===== config.mk =====
export PLATFORM = sky130hd
export DESIGN_NAME = mult_seq_controller
export DESIGN_NICKNAME = d
export VERILOG_FILES = /design/src/rtl/mult_seq_controller.sv
export SDC_FILE = /design/constraint.sdc
export NUM_CORES = 1
export LEC_CHECK = 0
export CAP_MARGIN = 25
export CORE_MARGIN = 4
export CORE_UTILIZATION = 45
export DETAILED_ROUTE_END_ITERATION = 6
export PLACE_DENSITY = 0.79
export SYNTH_ARGS = -nofsm -noshare
export SYNTH_HDL_FRONTEND = slang
export SYNTH_SLANG_ARGS = --single-unit

===== constraint.sdc =====
create_clock -name clk -period 6 [get_ports clk]
set_clock_uncertainty 0.15 [all_clocks]
set_input_delay 0.9 -clock clk [delete_from_list [all_inputs] [get_ports clk]]
set_output_delay 0.9 -clock clk [all_outputs]
set_load 0.005 [all_outputs]

===== src/rtl/mult_seq_controller.sv =====
// Sequential WIDTH x WIDTH unsigned multiplier built around one 4x4 array multiplier.
// Visits every nibble pair (j inner, i outer) and accumulates the shifted partial products.
module mult_seq_controller #(
    parameter int WIDTH = 8
) (
    input  logic                 clk,
    input  logic                 rst_n,
    input  logic                 in_valid,
    output logic                 in_ready,
    input  logic [WIDTH-1:0]     a,
    input  logic [WIDTH-1:0]     b,
    output logic                 out_valid,
    input  logic                 out_ready,
    output logic [2*WIDTH-1:0]   product,
    output logic                 busy
);

    localparam int NIB   = WIDTH / 4;
    localparam int IDX_W = (NIB > 1) ? $clog2(NIB) : 1;
    localparam logic [IDX_W-1:0] LAST_IDX = IDX_W'(NIB - 1);

    generate
        if (WIDTH < 4 || WIDTH > 16 || (WIDTH % 4) != 0) begin : g_bad_width
            $error("mult_seq_controller: WIDTH must be a multiple of 4 in 4..16");
        end
    endgenerate

    typedef enum logic [1:0] {
        S_IDLE = 2'd0,
        S_CALC = 2'd1,
        S_DONE = 2'd2
    } state_t;

    state_t               state_q, state_d;
    logic [WIDTH-1:0]     a_lat_q, a_lat_d;
    logic [WIDTH-1:0]     b_lat_q, b_lat_d;
    logic [2*WIDTH-1:0]   acc_q, acc_d;
    logic [2*WIDTH-1:0]   prod_q, prod_d;
    logic [IDX_W-1:0]     i_q, i_d;
    logic [IDX_W-1:0]     j_q, j_d;

    logic [3:0]           a_nib, b_nib;
    logic [7:0]           pp;
    logic [IDX_W:0]       sum_ij;
    logic [2*WIDTH-1:0]   pp_ext;
    logic [2*WIDTH-1:0]   pp_shift;
    logic [2*WIDTH-1:0]   acc_sum;

    // Combinational 4x4 array multiplier: AND rows summed with their bit weight.
    function automatic logic [7:0] mul4x4(input logic [3:0] x, input logic [3:0] y);
        logic [7:0] s;
        s = '0;
        for (int k = 0; k < 4; k++) begin
            if (y[k]) s = s + ({4'b0000, x} << k);
        end
        return s;
    endfunction

    always_comb begin
        a_nib = '0;
        b_nib = '0;
        for (int n = 0; n < NIB; n++) begin
            if (i_q == IDX_W'(n)) a_nib = a_lat_q[4*n +: 4];
            if (j_q == IDX_W'(n)) b_nib = b_lat_q[4*n +: 4];
        end
    end

    assign pp       = mul4x4(a_nib, b_nib);
    assign sum_ij   = {1'b0, i_q} + {1'b0, j_q};
    always_comb begin
        pp_ext      = '0;
        pp_ext[7:0] = pp;
    end
    assign pp_shift = pp_ext << {sum_ij, 2'b00};
    assign acc_sum  = acc_q + pp_shift;

    always_comb begin
        state_d = state_q;
        a_lat_d = a_lat_q;
        b_lat_d = b_lat_q;
        acc_d   = acc_q;
        prod_d  = prod_q;
        i_d     = i_q;
        j_d     = j_q;
        case (state_q)
            S_IDLE: begin
                if (in_valid) begin
                    a_lat_d = a;
                    b_lat_d = b;
                    acc_d   = '0;
                    i_d     = '0;
                    j_d     = '0;
                    state_d = S_CALC;
                end
            end
            S_CALC: begin
                acc_d = acc_sum;
                if (i_q == LAST_IDX && j_q == LAST_IDX) begin
                    // product only updates here, so it never shows a partial sum
                    prod_d  = acc_sum;
                    state_d = S_DONE;
                end else if (j_q == LAST_IDX) begin
                    j_d = '0;
                    i_d = i_q + 1'b1;
                end else begin
                    j_d = j_q + 1'b1;
                end
            end
            S_DONE: begin
                if (out_ready) state_d = S_IDLE;
            end
            default: state_d = S_IDLE;
        endcase
    end

    always_ff @(posedge clk or negedge rst_n) begin
        if (!rst_n) begin
            state_q <= S_IDLE;
            a_lat_q <= '0;
            b_lat_q <= '0;
            acc_q   <= '0;
            prod_q  <= '0;
            i_q     <= '0;
            j_q     <= '0;
        end else begin
            state_q <= state_d;
            a_lat_q <= a_lat_d;
            b_lat_q <= b_lat_d;
            acc_q   <= acc_d;
            prod_q  <= prod_d;
            i_q     <= i_d;
            j_q     <= j_d;
        end
    end

    assign in_ready  = (state_q == S_IDLE);
    assign out_valid = (state_q == S_DONE);
    assign busy      = (state_q == S_CALC) || (state_q == S_DONE);
    assign product   = prod_q;

endmodule


==> results.yml, run 1 <==
placement:
  gp_congestion: 0.904
  portBuffers: 38
  hpwl_microns: 6890
  dp.cells: 544
  place_area_sq_mm: 0.00441
clocking:
  clockRootBuffer: "clkbuf_8"
  clk_latency_ns: 0.31
  cts_buffer_depth: 2
  htree_levels: 2
  cts_num_sinks: 52
  cts_tree: "built"
  clkSlewWorstSetupHoldPaths_ns: 0.10
  cts_made_buffers: 5
  postCtsHoldBufs: 0
die:
  dieArea_sq_mm: 0.00991
  ioPinCount: 39
  die_h_microns: 99.6
  num_rows: 33
  start_util_pct: 46.1
  core_area_sq_mm: 0.00818
  fp.dieW_microns: 99.6
final_layout:
  nets: 504
  final_cell_mix: "51 x dfrtp_1, 37 x clkdlybuf4s50_1, 35 x nand2_1, 34 x mux2_2, 33 x buf_4"
  fin_util_pct: 58.5
  n_fill_cell: 683
  antennaDiodeCount: 0
  final_area_sq_mm: 0.00478
  syn_to_final_growth_pct: 26.7
  drive_gt1_share_pct: 28.6
  layout_commonest_cell: "dfrtp_1"
  fin_cells: 559
logic_synthesis:
  synth_top_family_by_area: "compound AO/OA/AOI/OAI gates"
  synth_xor_area_share_pct: 3.85
  synth_edf_count: 0
  synthSimpleGateAreaFrac_pct: 11.3
  syn-num-nets: 440
  syn-cell-area_sq_mm: 0.00377
  yosysUniqueCellTypes: 61
  synth_top_flop_cell: "dfrtp_1"
  postSynthAreaPerCell_sq_um: 9.70
  synthMuxAreaShare_pct: 13.4
  synth-adder-area-share_pct: 10.7
  postSynthCellCount: 389
  yosysSeqAreaShare_pct: 34.5
  ys_warn_count: 0
  synth_compound_area_share_pct: 22.3
  async_reset_ff_share_pct: 100
  synth-seq-cells: 52
sta:
  max_freq_ghz: 0.173
  setup_viol: 0
  fin_hold_ws_ns: 0.339
  final-max-slew-violation-count: 0
  finalCriticalPeriod_ns: 5.78
  worst_pin_slew_ns: 0.725
  relSlewSlack_pct: 50.3
  min_period_over_period_pct: 96.4
  hold_viol: 0
route:
  vias_per_cell: 5.75
  firstDrtPassIters: 4
  wl_per_cell_microns: 16.6
  drc: 0
  drt.antenna.violating_nets: 0
  drtIter0Drc: 109
  vias: 3213
  routed_wl_microns: 9280
job:
  cap_violations: 0
worst_setup_path:
  required_ns: 6.04
  cp_num_buf_inv: 3
  cpPeakStageDelay_ns: 0.48
  end_kind: "register"
  cp_max_fo: 5
  cpLargestDelayFamily: "compound AO/OA/AOI/OAI gates"
  path_common_cell: "a21oi_2"
  arrival_ns: 5.83
  crit_type: "register to register"
  cp-startpoint: "i_q"
  worstSetupStartpointType: "register"
  cp_slowest_cell: "dfrtp_2"
  rr_startpoint: "i_q"
global_routing:
  grt_use_met2_pct: 32.3
  use_met3_pct: 2.73
  grt_use_total_pct: 19.4
  grt_pass1_wl_microns: 15900
  busiest_layer: "met2"
  grt_start_max_net_pins: 53
  antenna_found_initial: 0
  grt_use_met1_pct: 26.3
  grt_pass1_vias: 3262
  overflow: 0
outcome:
  run_status: "complete, no violations"
min_path:
  min_from: "product[14]"
  hold_path.class: "register to register"
path summary, 6_finish.rpt:
kind,slack (ns),depth (start not counted),to
max,0.22,27,product[15]
min,0.34,2,product[14]
max reg2reg,0.22,27,product[15]
min reg2reg,0.34,2,product[14]
max in group asynchronous,4.65,2,i_q
min in group asynchronous,0.54,2,product[12]
per-layer routing:
layer | share of wire, % | vias up
li1 | - | 1561
met1 | 46 | 1552
met2 | 49 | 84
met3 | 3.1 | 16
met4 | 1.9 | 0
met5 | 0 | -
per-stage QoR:
| step | setup TNS, ns | setup slack [ns] |
|---|---|---|
| finish | 0 | 0.216 |
| global route | -0.0619 | -0.0312 |
| CTS | 0 | 0.00609 |
| detailed placement | -1.00 | -0.308 |
| global placement | -0.261 | -0.131 |
| floorplan | 0 | 0.0209 |
worst reg2reg max path, cell delays in order (launching register included):
cell      delay (ns)
dfrtp_2         0.48
mux2_4          0.36
clkinv_4        0.07
nor2_4          0.05
ha_4            0.18
buf_4           0.15
o211ai_1        0.09
nand3_1         0.11
a21oi_2         0.20
ha_4            0.24
a221oi_2        0.28
a22oi_2         0.09
mux2i_1         0.15
or2_2           0.29
ha_1            0.33
a21oi_2         0.20
xnor2_2         0.12
a22oi_1         0.17
o31ai_1         0.11
ha_1            0.32
a21o_1          0.20
a21oi_2         0.15
nor3b_4         0.23
a21oi_2         0.08
a21oi_1         0.17
buf_4           0.16
xnor3_1         0.29
mux2_2          0.27
cells in the mapped netlist (5+ instances only):
cell type / number / area [sq um]
a21oi_1: 24 / 120
a211oi_1: 7 / 52.6
mux2_2: 34 / 383
a22o_1: 12 / 105
a21o_1: 5 / 37.5
clkbuf_1: 10 / 37.5
o21a_1: 6 / 45.0
nand2_1: 36 / 135
o21ai_0: 26 / 130
dfrtp_1: 52 / 1300
xnor2_1: 12 / 105
nand3_1: 5 / 25.0
nor2b_1: 6 / 37.5
mux2i_1: 7 / 70.1
nor3_1: 8 / 40.0
inv_1: 18 / 67.6
nor2_1: 22 / 82.6
o31ai_1: 6 / 45.0
ha_1: 29 / 363
final cells by class:
type,count,area [sq um],share of cell area (%)
clock buffers,5,68.8,1.44
inverters,20,80.1,1.68
repair buffers,71,623,13.0
multi-input cells,303,2530,53.0
well taps,105,131,2.75
clock inverters,3,42.5,0.890
flip-flops and latches,52,1300,27.3
registers in the layout, indices dropped and copies added, names as in the netlist:
register  flops
acc_q        16
j_q           1
b_lat_q       8
a_lat_q       8
state_q       2
i_q           1
product      16
what timing repair did:
action | CTS | global route
setup endpoints to repair | 7 | 16
cloned | 0 | 0
pin swaps | 1 | 19
gates resized for setup | 7 | 44
buffers inserted | 1 | 6
kinds of logic (layout without fill, tap and decap cells):
group	after synthesis	count (layout)
flip-flops	52	52
AND/OR/NAND/NOR	93	93
XOR/XNOR	15	15
adder cells (fa/ha/maj)	31	31
multiplexers	44	44
AO/OA/AOI/OAI	120	120
buffers and inverters	34	99
Power of run 1 is not shown: default switching activity piles up to over one toggle a cycle in this logic, so the estimate is an artifact.
==> inputs of run 2 (changes only) <==
--- a/config.mk
+++ b/config.mk
@@ -9,6 +9,7 @@
 export CORE_MARGIN = 4
 export CORE_UTILIZATION = 45
 export DETAILED_ROUTE_END_ITERATION = 6
+export GPL_ROUTABILITY_DRIVEN = 0
 export PLACE_DENSITY = 0.79
 export SYNTH_ARGS = -nofsm -noshare
 export SYNTH_HDL_FRONTEND = slang
==> results.yml, run 2 (same netlist as run 1, synthesis figures left out) <==
clocking:
  clk_latency_ns: 0.30
  cts_made_buffers: 5
  postCtsHoldBufs: 0
  clkSlewWorstSetupHoldPaths_ns: 0.09
  cts_buffer_depth: 2
  htree_levels: 2
  clockRootBuffer: "clkbuf_8"
  cts_tree: "built"
  cts_num_sinks: 52
global_routing:
  grt_start_max_net_pins: 53
  grt_pass1_wl_microns: 15700
  grt_pass1_vias: 3336
  antenna_found_initial: 0
  grt_use_total_pct: 19.1
  overflow: 0
sta:
  setup_slack_ns: 0.115
  hold_viol: 0
  min_period_over_period_pct: 98.1
  relSlewSlack_pct: 48.1
  rsz0062_at_grt: "yes"
  finalCriticalPeriod_ns: 5.88
  setup_viol: 0
  fin_hold_ws_ns: 0.340
  tns_ns: 0
  final-max-slew-violation-count: 0
  max_freq_ghz: 0.170
  worst_pin_slew_ns: 0.777
route:
  firstDrtPassIters: 5
  routed_wl_microns: 9510
  vias_per_cell: 5.90
  drt.antenna.violating_nets: 0
  drc: 0
  drtIter0Drc: 211
  wl_per_cell_microns: 17.1
  vias: 3291
worst_setup_path:
  arrival_ns: 5.92
  path_common_cell: "a21oi_2"
  worstSetupStartpointType: "register"
  cp_max_fo: 5
  required_ns: 6.04
  crit_type: "register to register"
  cpPeakStageDelay_ns: 0.45
  cp_slowest_cell: "or3b_2"
  end_kind: "register"
final_layout:
  fin_cells: 558
  antennaDiodeCount: 0
  n_fill_cell: 688
  final_cell_mix: "51 x dfrtp_1, 37 x clkdlybuf4s50_1, 35 x nand2_1, 34 x mux2_2, 32 x buf_4"
  syn_to_final_growth_pct: 25.4
  drive_gt1_share_pct: 27.4
  layout_commonest_cell: "dfrtp_1"
  nets: 504
die:
  die_h_microns: 99.6
  start_util_pct: 46.1
  fp.dieW_microns: 99.6
  dieArea_sq_mm: 0.00991
  num_rows: 33
  ioPinCount: 39
  core_area_sq_mm: 0.00818
placement:
  place_ws_ns: -0.258
  dp.cells: 544
  portBuffers: 38
  hpwl_microns: 6880
job:
  cap_violations: 0
outcome:
  run_status: "complete, no violations"
min_path:
  hold_path.class: "register to register"
-- run 2: cell types whose count changed in the layout (fill, tap and decap cells not counted), sizes merged --
cell / change
bufinv: -1
clkbuf: +1
clkinvlp: -1
-- run 2: layout make-up --
type,instances,area (sq um),share of cell area (%)
Clock inverter,1,5.00,0.106
Clock buffer,6,72.6,1.53
Multi-Input combinational cell,303,2500,52.9
Timing Repair Buffer,71,636,13.4
Inverter,20,80.1,1.69
Sequential cell,52,1300,27.5
Tap cell,105,131,2.78
-- run 2: stage by stage --
stage | cell area, sq um | util (%)
6_report | 4730 | 57.9
5_1_grt | 4730 | 57.9
4_1_cts | 4540 | 55.6
3_5_place_dp | 4410 | 54.0
3_3_place_gp | 4410 | 54.0
2_1_floorplan | 3780 | -
-- run 2: path summary, 6_finish.rpt --
check	endpoint	from	depth (start not counted)	slack (ns)
max	product[13]	i_q	27	0.12
min	product[2]	product[2]	2	0.34
max reg2reg	product[13]	i_q	27	0.12
max in group asynchronous	i_q	rst_n	2	4.67
min in group asynchronous	acc_q[14]	rst_n	2	0.54
min reg2reg	product[2]	product[2]	2	0.34
-- run 2: per-layer routing --
layer	global-route usage, %	vias up	wire [microns]
met3	1.89	17	402
li1	-	1561	-
met4	5.88	0	122
met2	32.6	119	4840
met5	0	-	0
met1	25.5	1594	4150
-- run 2: repair_timing --
action / in CTS / in global routing
resized for setup: 10 / 30
setup buffers: 2 / 5
pin swaps: 3 / 16
endpoints found under the setup margin: 6 / 16
-- run 2: critical path, delay by kind of cell, from the launching register on --
| family | cells | cell delay [ns] |
|---|---|---|
| AO/OA/AOI/OAI | 11 | 1.80 |
| XOR/XNOR | 2 | 0.20 |
| adder cells (fa/ha/maj) | 4 | 1.00 |
| buffers and inverters | 2 | 0.22 |
| flip-flops | 1 | 0.44 |
| multiplexers | 3 | 0.77 |
| AND/OR/NAND/NOR | 5 | 1.20 |
Power of run 2 is left out for the same reason.
==> inputs of run 3 (changes only) <==
--- a/config.mk
+++ b/config.mk
@@ -10,7 +10,9 @@
 export CORE_UTILIZATION = 45
 export DETAILED_ROUTE_END_ITERATION = 6
 export GPL_ROUTABILITY_DRIVEN = 0
+export GPL_TIMING_DRIVEN = 0
 export PLACE_DENSITY = 0.79
+export SKIP_CTS_REPAIR_TIMING = 1
 export SYNTH_ARGS = -nofsm -noshare
 export SYNTH_HDL_FRONTEND = slang
 export SYNTH_SLANG_ARGS = --single-unit
==> results.yml, run 3 (same netlist as run 1, synthesis figures left out) <==
placement:
  portBuffers: 38
  hpwl_microns: 6520
  place_area_sq_mm: 0.00431
clocking:
  cts_tree: "built"
  cts_buffer_depth: 2
  clkSlewWorstSetupHoldPaths_ns: 0.09
  cts_made_buffers: 5
  htree_levels: 2
  cts_num_sinks: 52
  clockRootBuffer: "clkbuf_8"
  clk_latency_ns: 0.32
sta:
  rsz0062_at_grt: "yes"
  final-max-slew-violation-count: 0
  relSlewSlack_pct: 27.5
  hold_viol: 0
  tns_ns: -0.217
  worst_pin_slew_ns: 1.06
  fin_hold_ws_ns: 0.338
  setup_slack_ns: -0.138
  max_freq_ghz: 0.163
  setup_viol: 3
  min_period_over_period_pct: 102
  finalCriticalPeriod_ns: 6.14
global_routing:
  grt_start_max_net_pins: 28
  grt_pass1_wl_microns: 14200
  grt_pass1_vias: 3036
  overflow: 0
  antenna_found_initial: 0
  grt_use_total_pct: 17.2
min_path:
  min_from: "product[14]"
  min_to: "product[14]"
  min_path_cells: 2
  hold_path.class: "register to register"
worst_setup_path:
  cp_slowest_cell: "or3b_4"
  end_kind: "register"
  rrSetupSlack_ns: -0.14
  required_ns: 6.06
  rr_worst_depth: 28
  arrival_ns: 6.20
  rr_startpoint: "i_q"
  cpLargestDelayFamily: "compound AO/OA/AOI/OAI gates"
  worstSetupStartpointType: "register"
  cp_max_fo: 6
  cp_num_buf_inv: 4
  r2r_end: "product[13]"
  crit_type: "register to register"
  cpPeakStageDelay_ns: 0.42
  path_common_cell: "a21oi_2"
final_layout:
  syn_to_final_growth_pct: 30.8
  final_cell_mix: "52 x dfrtp_1, 37 x clkdlybuf4s50_1, 34 x nand2_1, 33 x mux2_2, 26 x buf_4"
  nets: 512
  drive_gt1_share_pct: 29.9
  antennaDiodeCount: 0
  layout_commonest_cell: "dfrtp_1"
  final_area_sq_mm: 0.00494
  fin_util_pct: 60.4
  n_fill_cell: 637
die:
  core_area_sq_mm: 0.00818
  dieArea_sq_mm: 0.00991
  num_rows: 33
  ioPinCount: 39
  die_h_microns: 99.6
  fp.dieW_microns: 99.6
  start_util_pct: 46.1
outcome:
  violations: "setup timing"
  run_status: "finished, violations left"
route:
  vias: 3298
  wl_per_cell_microns: 17.0
  drtIter0Drc: 290
  routed_wl_microns: 9630
  drc: 0
  drt.antenna.violating_nets: 0
  firstDrtPassIters: 5
  vias_per_cell: 5.83
job:
  cap_violations: 0
[run 3: worst max path at each step]
| stage | start | to | slack (ns) | cells after the start |
|---|---|---|---|---|
| after global placement | i_q | product[15] | -0.71 | 29 |
| after floorplan | i_q | product[13] | 0.02 | 30 |
| final | i_q | product[13] | -0.14 | 28 |
| after global routing | i_q | product[13] | -0.41 | 27 |
| after detailed placement | i_q | product[15] | -0.86 | 29 |
| after CTS | i_q | product[15] | -0.92 | 29 |
[run 3: worst reg2reg max path: cells and delay by family (launching register included)]
family | cells | cell delay (ns)
AO/OA/AOI/OAI | 11 | 1.86
adder cells (fa/ha/maj) | 4 | 1.20
AND/OR/NAND/NOR | 4 | 0.99
multiplexers | 3 | 0.77
buffers and inverters | 4 | 0.49
flip-flops | 1 | 0.40
XOR/XNOR | 2 | 0.21
[run 3: cell type report]
cell class | count | area [sq um] | share of cell area [%]
multi-input cells | 303 | 2610 | 52.8
plain buffers | 14 | 83.8 | 1.70
clock buffers | 5 | 68.8 | 1.39
repair buffers | 65 | 591 | 12.0
clock inverters | 2 | 60.1 | 1.22
inverters | 20 | 92.6 | 1.88
well taps | 105 | 131 | 2.66
flip-flops and latches | 52 | 1300 | 26.4
[run 3: layer usage]
metal | part of all wire [%] | routed length (microns) | global-route usage (%)
met1 | 44 | 4200 | 23.5
met2 | 50 | 4800 | 28.2
met3 | 4.8 | 463 | 2.66
met4 | 1.7 | 168 | 5.57
met5 | 0 | 0 | 0
[run 3: per-stage QoR]
stage | instances | worst slack, ns
final | 566 | -0.138
after global routing | 566 | -0.414
after CTS | 540 | -0.919
after detailed placement | 533 | -0.864
after global placement | 532 | -0.706
after floorplan | 389 | 0.0209
Power of run 3 is left out for the same reason.
